<file path="config.mk">
export PLATFORM = sky130hd
export DESIGN_NAME = mem_arbiter_flat
export DESIGN_NICKNAME = d
export VERILOG_FILES = /design/src/rtl/mem_arbiter_pkg.sv /design/src/rtl/mem_arbiter_if.sv /design/src/rtl/mem_arbiter_timeout.sv /design/src/rtl/mem_arbiter.sv /design/src/flat_wrapper.sv
export SDC_FILE = /design/constraint.sdc
export NUM_CORES = 1
export LEC_CHECK = 0
export ABC_AREA = 1
export CORE_AREA = 2 2 104 106
export DETAILED_ROUTE_END_ITERATION = 10
export DIE_AREA = 0 0 106 108
export GPL_ROUTABILITY_DRIVEN = 0
export PLACE_DENSITY = 0.68
export SLEW_MARGIN = 20
export SYNTH_ARGS = -nofsm -noshare
export SYNTH_HDL_FRONTEND = slang
export SYNTH_SLANG_ARGS = --single-unit
</file>
<file path="constraint.sdc">
create_clock -name CLK -period 1.8 [get_ports CLK]
set_clock_uncertainty 0.2 [all_clocks]
set_input_delay 0.54 -clock CLK [delete_from_list [all_inputs] [get_ports CLK]]
set_output_delay 0.54 -clock CLK [all_outputs]
set_load 0.01 [all_outputs]
</file>
<file path="src/rtl/mem_arbiter_pkg.sv">
// Shared types for the icache/dcache RAM port arbiter.
// Latency: n/a (types only).
// Backpressure: n/a.
package mem_arbiter_pkg;
   typedef logic [31:0] word_t;
   typedef enum logic [1:0] {FREE, BUSY, ACCESS, ERROR} ramstate_t;
   typedef enum logic [1:0] {IDLE, DACC, IACC} arb_state_t;
endpackage

</file>
<file path="src/rtl/mem_arbiter_if.sv">
// Bundle of cache-side and RAM-side signals around the arbiter.
// Latency: n/a (wiring only).
// Backpressure: iwait/dwait stall the caches; ramstate paces the RAM side.
interface mem_arbiter_if;
   import mem_arbiter_pkg::*;

   logic      iREN;
   word_t     iaddr;
   logic      iwait;
   word_t     iload;
   logic      dREN;
   logic      dWEN;
   word_t     daddr;
   word_t     dstore;
   logic      dwait;
   word_t     dload;
   logic      ramREN;
   logic      ramWEN;
   word_t     ramaddr;
   word_t     ramstore;
   word_t     ramload;
   ramstate_t ramstate;
   logic      err;

   // Arbiter side.
   modport slave (
      input  iREN, iaddr, dREN, dWEN, daddr, dstore, ramload, ramstate,
      output iwait, iload, dwait, dload, ramREN, ramWEN, ramaddr, ramstore, err
   );

   // Caches plus RAM side.
   modport master (
      output iREN, iaddr, dREN, dWEN, daddr, dstore, ramload, ramstate,
      input  iwait, iload, dwait, dload, ramREN, ramWEN, ramaddr, ramstore, err
   );
endinterface

</file>
<file path="src/rtl/mem_arbiter_timeout.sv">
// Cycle counter for a granted access; flags expiry at TIMEOUT-1.
// Latency: expire is combinational from the registered count.
// Backpressure: none; clr has priority over en.
module arb_timeout_counter #(
   parameter int TIMEOUT = 64
) (
   input  logic clk,
   input  logic rst,
   input  logic clr,
   input  logic en,
   output logic expire
);
   localparam int W = (TIMEOUT > 1) ? $clog2(TIMEOUT) : 1;

   logic [W-1:0] tmo_cnt;

   // Count cycles spent in an access; held at zero while cleared.
   always_ff @(posedge clk) begin
      if (rst || clr) begin
         tmo_cnt <= '0;
      end else if (en && !expire) begin
         tmo_cnt <= tmo_cnt + 1'b1;
      end
   end

   assign expire = (tmo_cnt == W'(TIMEOUT - 1));
endmodule

</file>
<file path="src/rtl/mem_arbiter.sv">
// Shares one RAM port between icache (read) and dcache (read/write), dcache first.
// Latency: 1-cycle grant from IDLE; completion visible in the ACCESS cycle.
// Backpressure: iwait/dwait held high until ramstate==ACCESS; one IDLE bubble between grants.
module mem_arbiter
   import mem_arbiter_pkg::*;
#(
   parameter int STARVE_LIMIT = 4,
   parameter int TIMEOUT      = 64
) (
   input logic        CLK,
   input logic        RST,
   mem_arbiter_if.slave bus
);
   localparam int SW = $clog2(STARVE_LIMIT + 1);

   arb_state_t    state;
   logic [SW-1:0] starve_cnt;
   logic          dreq;
   logic          complete;
   logic          withdraw;
   logic          abort;
   logic          leave;
   logic          expire;
   logic          tmo_clr;
   logic          ram_ren;
   logic          ram_wen;
   word_t         ram_addr;
   word_t         ram_store;

   // Access outcome for the current cycle; completion beats withdrawal beats abort.
   always_comb begin
      dreq     = bus.dREN | bus.dWEN;
      complete = (state != IDLE) && (bus.ramstate == ACCESS);
      withdraw = ((state == DACC) && !dreq) || ((state == IACC) && !bus.iREN);
      abort    = (state != IDLE) && !complete && !withdraw &&
                 ((bus.ramstate == ERROR) || expire);
      leave    = complete | withdraw | abort;
      tmo_clr  = (state == IDLE) || leave;
   end

   arb_timeout_counter #(.TIMEOUT(TIMEOUT)) u_tmo (
      .clk    (CLK),
      .rst    (RST),
      .clr    (tmo_clr),
      .en     (state != IDLE),
      .expire (expire)
   );

   // RAM port steering: the granted cache drives the port, writes win over reads.
   always_comb begin
      ram_ren   = 1'b0;
      ram_wen   = 1'b0;
      ram_addr  = '0;
      ram_store = '0;
      case (state)
         DACC: begin
            ram_ren   = bus.dREN & ~bus.dWEN;
            ram_wen   = bus.dWEN;
            ram_addr  = bus.daddr;
            ram_store = bus.dstore;
         end
         IACC: begin
            ram_ren  = 1'b1;
            ram_addr = bus.iaddr;
         end
         default: ;
      endcase
   end

   assign bus.ramREN   = ram_ren;
   assign bus.ramWEN   = ram_wen;
   assign bus.ramaddr  = ram_addr;
   assign bus.ramstore = ram_store;
   assign bus.iwait    = !((state == IACC) && complete);
   assign bus.dwait    = !((state == DACC) && complete);
   assign bus.iload    = bus.ramload;
   assign bus.dload    = bus.ramload;
   assign bus.err      = abort;

   // Grant FSM with the icache anti-starvation counter.
   always_ff @(posedge CLK) begin
      if (RST) begin
         state      <= IDLE;
         starve_cnt <= '0;
      end else begin
         case (state)
            IDLE: begin
               if (!bus.iREN) begin
                  starve_cnt <= '0;
               end
               if (dreq && !(bus.iREN && (starve_cnt == SW'(STARVE_LIMIT)))) begin
                  state <= DACC;
               end else if (bus.iREN) begin
                  state <= IACC;
               end
            end
            DACC: begin
               if (complete && bus.iREN && (starve_cnt != SW'(STARVE_LIMIT))) begin
                  starve_cnt <= starve_cnt + 1'b1;
               end
               if (leave) begin
                  state <= IDLE;
               end
            end
            IACC: begin
               if (complete) begin
                  starve_cnt <= '0;
               end
               if (leave) begin
                  state <= IDLE;
               end
            end
            default: state <= IDLE;
         endcase
      end
   end
endmodule

</file>
<file path="src/flat_wrapper.sv">
// flat-port wrapper written by rule: the top's interface ports become plain ports
module mem_arbiter_flat import mem_arbiter_pkg::*;
#(
   parameter int STARVE_LIMIT = 4,
   parameter int TIMEOUT      = 64
)
  (CLK, RST, bus_iREN, bus_iaddr, bus_dREN, bus_dWEN, bus_daddr, bus_dstore, bus_ramload, bus_ramstate, bus_iwait, bus_iload, bus_dwait, bus_dload, bus_ramREN, bus_ramWEN, bus_ramaddr, bus_ramstore, bus_err);
  mem_arbiter_if bus_i ();
  input logic CLK;
  input logic RST;
  input wire logic [$bits(bus_i.iREN)-1:0] bus_iREN;
  input wire logic [$bits(bus_i.iaddr)-1:0] bus_iaddr;
  input wire logic [$bits(bus_i.dREN)-1:0] bus_dREN;
  input wire logic [$bits(bus_i.dWEN)-1:0] bus_dWEN;
  input wire logic [$bits(bus_i.daddr)-1:0] bus_daddr;
  input wire logic [$bits(bus_i.dstore)-1:0] bus_dstore;
  input wire logic [$bits(bus_i.ramload)-1:0] bus_ramload;
  input wire logic [$bits(bus_i.ramstate)-1:0] bus_ramstate;
  output wire logic [$bits(bus_i.iwait)-1:0] bus_iwait;
  output wire logic [$bits(bus_i.iload)-1:0] bus_iload;
  output wire logic [$bits(bus_i.dwait)-1:0] bus_dwait;
  output wire logic [$bits(bus_i.dload)-1:0] bus_dload;
  output wire logic [$bits(bus_i.ramREN)-1:0] bus_ramREN;
  output wire logic [$bits(bus_i.ramWEN)-1:0] bus_ramWEN;
  output wire logic [$bits(bus_i.ramaddr)-1:0] bus_ramaddr;
  output wire logic [$bits(bus_i.ramstore)-1:0] bus_ramstore;
  output wire logic [$bits(bus_i.err)-1:0] bus_err;
  assign bus_i.iREN = bus_iREN;
  assign bus_i.iaddr = bus_iaddr;
  assign bus_i.dREN = bus_dREN;
  assign bus_i.dWEN = bus_dWEN;
  assign bus_i.daddr = bus_daddr;
  assign bus_i.dstore = bus_dstore;
  assign bus_i.ramload = bus_ramload;
  assign bus_i.ramstate = bus_ramstate;
  assign bus_iwait = bus_i.iwait;
  assign bus_iload = bus_i.iload;
  assign bus_dwait = bus_i.dwait;
  assign bus_dload = bus_i.dload;
  assign bus_ramREN = bus_i.ramREN;
  assign bus_ramWEN = bus_i.ramWEN;
  assign bus_ramaddr = bus_i.ramaddr;
  assign bus_ramstore = bus_i.ramstore;
  assign bus_err = bus_i.err;
  mem_arbiter #(.STARVE_LIMIT(STARVE_LIMIT), .TIMEOUT(TIMEOUT)) u_core (.CLK(CLK), .RST(RST), .bus(bus_i));
endmodule
</file>
# Yosys cells after proc, flatten, opt, wreduce, memory -nomap -nowiden
# Index checks and enable logic that the tools add are counted.
[word_totals] ff_bits=11 latch_bits=0 ram_bits=0 romBits=0 input_bits=135 output_inout_bits=133 word_cells=65 mem_count=0
[classes] add_sub_neg=2 mul=0 div=0 order_cmp=0 eq_ne=12 shifts=0 n_mux=12 bitwise_logic=5 reduce_logical=31
[op_table] op="$pmux W32 S2" n=1
[op_table] op="$mux W32" n=1
[op_table] op="$logic_and A1 B1 Y1" n=13
[op_table] op="$mux W3" n=3
[op_table] op="$pmux W3 S3" n=1
[op_table] op="$logic_not A1 Y1" n=8
[op_table] op="$add A6 B1 Y6 const B" n=1
[op_table] op="$eq A2 B2 Y1 const B" n=3
[op_table] op="$eq A6 B6 Y1 const B" n=1
[op_table] op="$mux W2" n=3
[op_table] op="$ne A3 B3 Y1 const B" n=2
[op_table] op="$logic_or A1 B1 Y1" n=4
[op_table] op="$ne A2 B1 Y1 const B" n=2
[op_table] op="$ne A2 B2 Y1 const B" n=2
[op_table] op="$pmux W2 S2" n=1
[op_table] op="$reduce_and A4 Y1" n=1
[op_table] op="$add A3 B1 Y3 const B" n=1
[op_table] op="$eq A3 B3 Y1 const B" n=1
[op_table] op="$or A1 B1 Y1" n=3
[op_table] op="$reduce_bool A3 Y1" n=1
[op_table] op="$eq A2 B1 Y1 const B" n=1
[op_table] op="$logic_not A2 Y1" n=1
[op_table] op="$pmux W1 S2" n=1
[op_table] op="$reduce_and A2 Y1" n=1
[op_table] op="other kinds (5)" n=5

# Logic depth before layout (Yosys ltp)
# Gate-level depths: netlist of run 1.
[depth] ltp_word=10 mapped_depth=11 ltp_nobuf=10

# Hierarchy
# Synthesis of run 1 repeated with hierarchy kept, for this count alone.
[hier_totals] cells_unflattened=364 hier_area_um2=2035.7
[by_module_without_submodules] module="mem_arbiter" n_inst=1 cells_per_inst=315 area_per_inst_um2=1696.6 seq_area_each_um2=100.1
[by_module_without_submodules] module="arb_timeout_counter" n_inst=1 cells_per_inst=49 area_per_inst_um2=339.1 seq_area_each_um2=120.1

# Worst setup path after synthesis of run 1
# No wires, ideal clock.
[synth_path] path_type="register to output" startpoint="register u_core.state[1]" endpoint="output port bus_ramaddr[12]" t_arrival_ns=1.247 t_required_ns=1.060 slack_ns=-0.187 stages_incl_launch_ff=7 path_buffers=2 cell_sequence="dfxtp_1 -> inv_1 -> ha_1 -> buf_2 -> clkbuf_1 -> nand2_1 -> a21oi_1"
[synth_via] elab_chain_len=2 word_cells_on_any_way=3 classes_between="2 x eq/ne; 1 x mux"
[synth_rtl] element="from (decl)" line_no="mem_arbiter.sv:16" source="arb_state_t state;"
[synth_rtl] element="from (signal assigned)" line_no="mem_arbiter.sv:83" source="state <= IDLE;"
[synth_rtl] element="from (signal assigned)" line_no="mem_arbiter.sv:92" source="state <= DACC;"
[synth_rtl] element="from (signal assigned)" line_no="mem_arbiter.sv:94" source="state <= IACC;"
[synth_rtl] element="$eq A2 B2 Y1 or $eq A2 B1 Y1 (tied branches)" line_no="mem_arbiter.sv:55" source="case (state)"
[synth_rtl] element="$pmux W32 S2 *" line_no="mem_arbiter.sv:55"
[synth_rtl] element="to (decl)" line_no="flat_wrapper.sv:25" source="output wire logic [$bits(bus_i.ramaddr)-1:0] bus_ramaddr;"
# Mark *: on every way between the ends. The rest lies on a longest branch, timed or not.

# Worst setup path in the final report of run 1
[layout_path] startpoint="register u_core.state[1]" endpoint="output port bus_ramstore[13]"
[layout_via] elab_chain_len=2
[layout_rtl] element="$eq A2 B1 Y1" line_no="mem_arbiter.sv:55"
[layout_rtl] element="$mux W32" line_no="mem_arbiter.sv:55"
[layout_rtl] element="to (decl)" line_no="flat_wrapper.sv:26" source="output wire logic [$bits(bus_i.ramstore)-1:0] bus_ramstore;"
# Every way passes these cells.

==> results.toml, run 1 <==
[outcome]
status = "complete, but fails checks"
violations = "setup timing"

[placement]
placed_cell_area_um2 = 3860
place_inst = 619
port-buffer-count = 171
dp.final_hpwl_um = 6720

[final_layout]
diodes = 0
instances_no_fill = 667
fin_util = 0.506
syn2layout_area_growth_pct = 165
nets = 674
final_layout_size_suffix_gt1_frac = 0.618
finalInstanceArea_um2 = 5180

[critical_path]
required_ps = 1060
cp-start-kind = "flop"
slowest_delay_ps = 370
endpoint_kind = "output pin"
rr_worst_depth = 9
cp_common_cell = "buf_12"
path_cells = "inv_4 -> ha_4 -> buf_12 -> buf_12 -> buf_12 -> buf_6 -> nand2_2 -> inv_1 -> buf_2"
critPathArrivalTime_ps = 1560
slowest_stage = "dfxtp_4"
critPathKind = "flop to output pin"
path_max_fanout = 7

[power_and_ir_drop]
leakagePower_nw = 2.60
p_sw_frac = 0.447
p_clk_frac = 0.049
switchingPower_w = 0.00233
p_per_area_nw_per_um2 = 1010
power_frac_comb = 0.890
power_w = 0.00520
share_seq_of_total_power = 0.061
power.internal_w = 0.00288
ir_worst_vdd_v = 0.000575

[die]
core-area_um2 = 10200
pin_count = 268
rows = 37
die_w_um = 106
floorplan.initialDensity = 0.191
die_y_um = 108
die_area_um2 = 11400

[min_path]
whs_path_depth = 2
hold_class = "flop to flop"

[global_routing]
grt_max_degree = 16
antenna_found_initial = 0
track_usage = 0.153
grt_pass1_wl_um = 14200
overflow = 0
grt_pass1_vias = 2863

[routing]
routed_wl_um = 10500
vias = 2839
viasPerCell = 4.26
final_antenna_net_count = 0
first_pass_iters = 5
routedWlPerCell_um = 15.7
drt_iter0_markers = 79
drc = 0

[synthesis]
avgSynthCellArea_um2 = 5.50
syn_area_um2 = 1960
synth_seq_cells = 11
synth_nets = 498
synth.distinct_cells = 27
yosysSeqAreaShare = 0.113
synth_warnings = 0
synthCells = 356

[timing]
relSlewSlack = 0.806
worst_pin_slew_ps = 291
layout_min_cycle_time_ps = 2300
timing.hold.ws_ps = 291
final.period_utilization = 1.28
rsz0062_at_grt = "true"
timing.final.hold_violations = 0
fmax_mhz = 434
slew_violations = 0
setup_viol_count_final = 73
fin_ws_ps = -502

[clock_tree]
cts_tree = "done"
clk_latency_ps = 240
numCtsBuffers = 3
cts.path.max_buffers = 2
h-tree-depth = 1
clk_pin_slew_ps = 50
hold_buffers = 0
clockRootBuffer = "clkbuf_8"
numClockSinks = 11

[run]
maxCapViolations = 0
layout make-up:
type / instances / area, µm²
Clock buffer: 4 / 45.0
Inverter: 54 / 218
Fill cell: 911 / 5050
Multi-Input combinational cell: 212 / 1850
Sequential cell: 11 / 228
Tap cell: 136 / 170
Timing Repair Buffer: 250 / 2670
metal layers:
| layer | global-route usage | vias to the layer above | routed length, µm |
|---|---|---|---|
| met5 | 0 | - | 0 |
| met4 | 0.0320 | 0 | 158 |
| met3 | 0.0344 | 13 | 648 |
| met2 | 0.305 | 121 | 5850 |
| met1 | 0.163 | 1354 | 3830 |
| li1 | - | 1351 | - |
flip-flops by register name (all words and copies together), names as in the netlist:
| signal | cells |
|---|---|
| u_core.state | 2 |
| u_core.starve_cnt | 3 |
| u_core.u_tmo.tmo_cnt | 6 |
logic make-up after synthesis:
family          share of synthesized area
buf+inv                             0.383
fa+ha+maj                          0.0448
simple gates                        0.318
compound gates                      0.128
flops                               0.113
xor+xnor                           0.0134
layout by cell type, fill, tap and decap left out, types with 4 or more instances in the layout:
master / Yosys / routed
a21oi_4: 0 / 17
inv_2: 1 / 31
ha_1: 7 / 4
a21oi_2: 1 / 19
nand2_4: 0 / 58
dfxtp_1: 11 / 9
dlygate4sd2_1: 0 / 8
nand2_2: 0 / 32
buf_8: 0 / 5
buf_4: 65 / 32
buf_16: 0 / 5
nor2_1: 12 / 10
clkdlybuf4s50_1: 0 / 94
buf_6: 0 / 70
buf_12: 0 / 13
nand2_1: 132 / 42
inv_1: 53 / 19
buf_2: 5 / 21
critical path, delay by kind of cell, from the launching register on:
family	cells	cell delay, ps
buffers and inverters	7	750
AND/OR/NAND/NOR	1	50
flip-flops	1	370
adder cells (fa/ha/maj)	1	160
synth_stat cells, drive strengths merged:
master	count	area share
nand3b	2	0.0077
nor2	14	0.029
a21boi	1	0.0038
inv	54	0.10
dfxtp	11	0.11
nor3	1	0.0026
a21oi	39	0.10
buf	73	0.27
nand2	132	0.25
o22ai	1	0.0032
nand3	4	0.019
o21ai	6	0.019
xor2	2	0.0090
xnor2	1	0.0045
nand4	1	0.0032
ha	7	0.045
clkbuf	6	0.012
or2	1	0.0032
timing repair:
item | 4_1_cts | 5_1_grt
gates cloned | 6 | 2
buffers inserted | 30 | 16
setup endpoints to repair | 75 | 76
pin swaps | 37 | 50
resized for setup | 438 | 148
through the flow:
stage | worst slack (ps) | setup TNS (ps)
after detailed placement | -957 | -48100
final | -502 | -28820
after CTS | -493 | -25780
after global placement | -925 | -46990
after global routing | -549 | -32140
after floorplan | -11.0 | -114
power by group through the flow:
stage                     clock network [W]  registers [W]  logic [W]
after detailed placement                  0       0.000306    0.00268
final                              0.000257       0.000317    0.00463
after global routing               0.000273       0.000322    0.00487
after CTS                          0.000256       0.000314    0.00380
after global placement                    0       0.000304    0.00264
after floorplan                           0       0.000303    0.00166
worst paths after layout:
| path | start | to | slack, ps |
|---|---|---|---|
| hold reg to reg | u_core.starve_cnt[2]$_SDFFE_PP0P_ | u_core.starve_cnt[2]$_SDFFE_PP0P_ | 290 |
| setup reg to reg | u_core.state[1]$_SDFFE_PP0P_ | u_core.starve_cnt[0]$_SDFFE_PP0P_ | -70 |
| setup / recovery | u_core.state[1]$_SDFFE_PP0P_ | bus_ramstore[13] | -500 |
| hold / removal | u_core.starve_cnt[2]$_SDFFE_PP0P_ | u_core.starve_cnt[2]$_SDFFE_PP0P_ | 290 |
Power figures use the tool's default switching activity.
==> inputs of run 2 (changes only) <==
SLEW_MARGIN = not set   (was 20)
==> results of run 2 <==
Same layout as run 1: the final DEF is identical, and so are final timing and power.
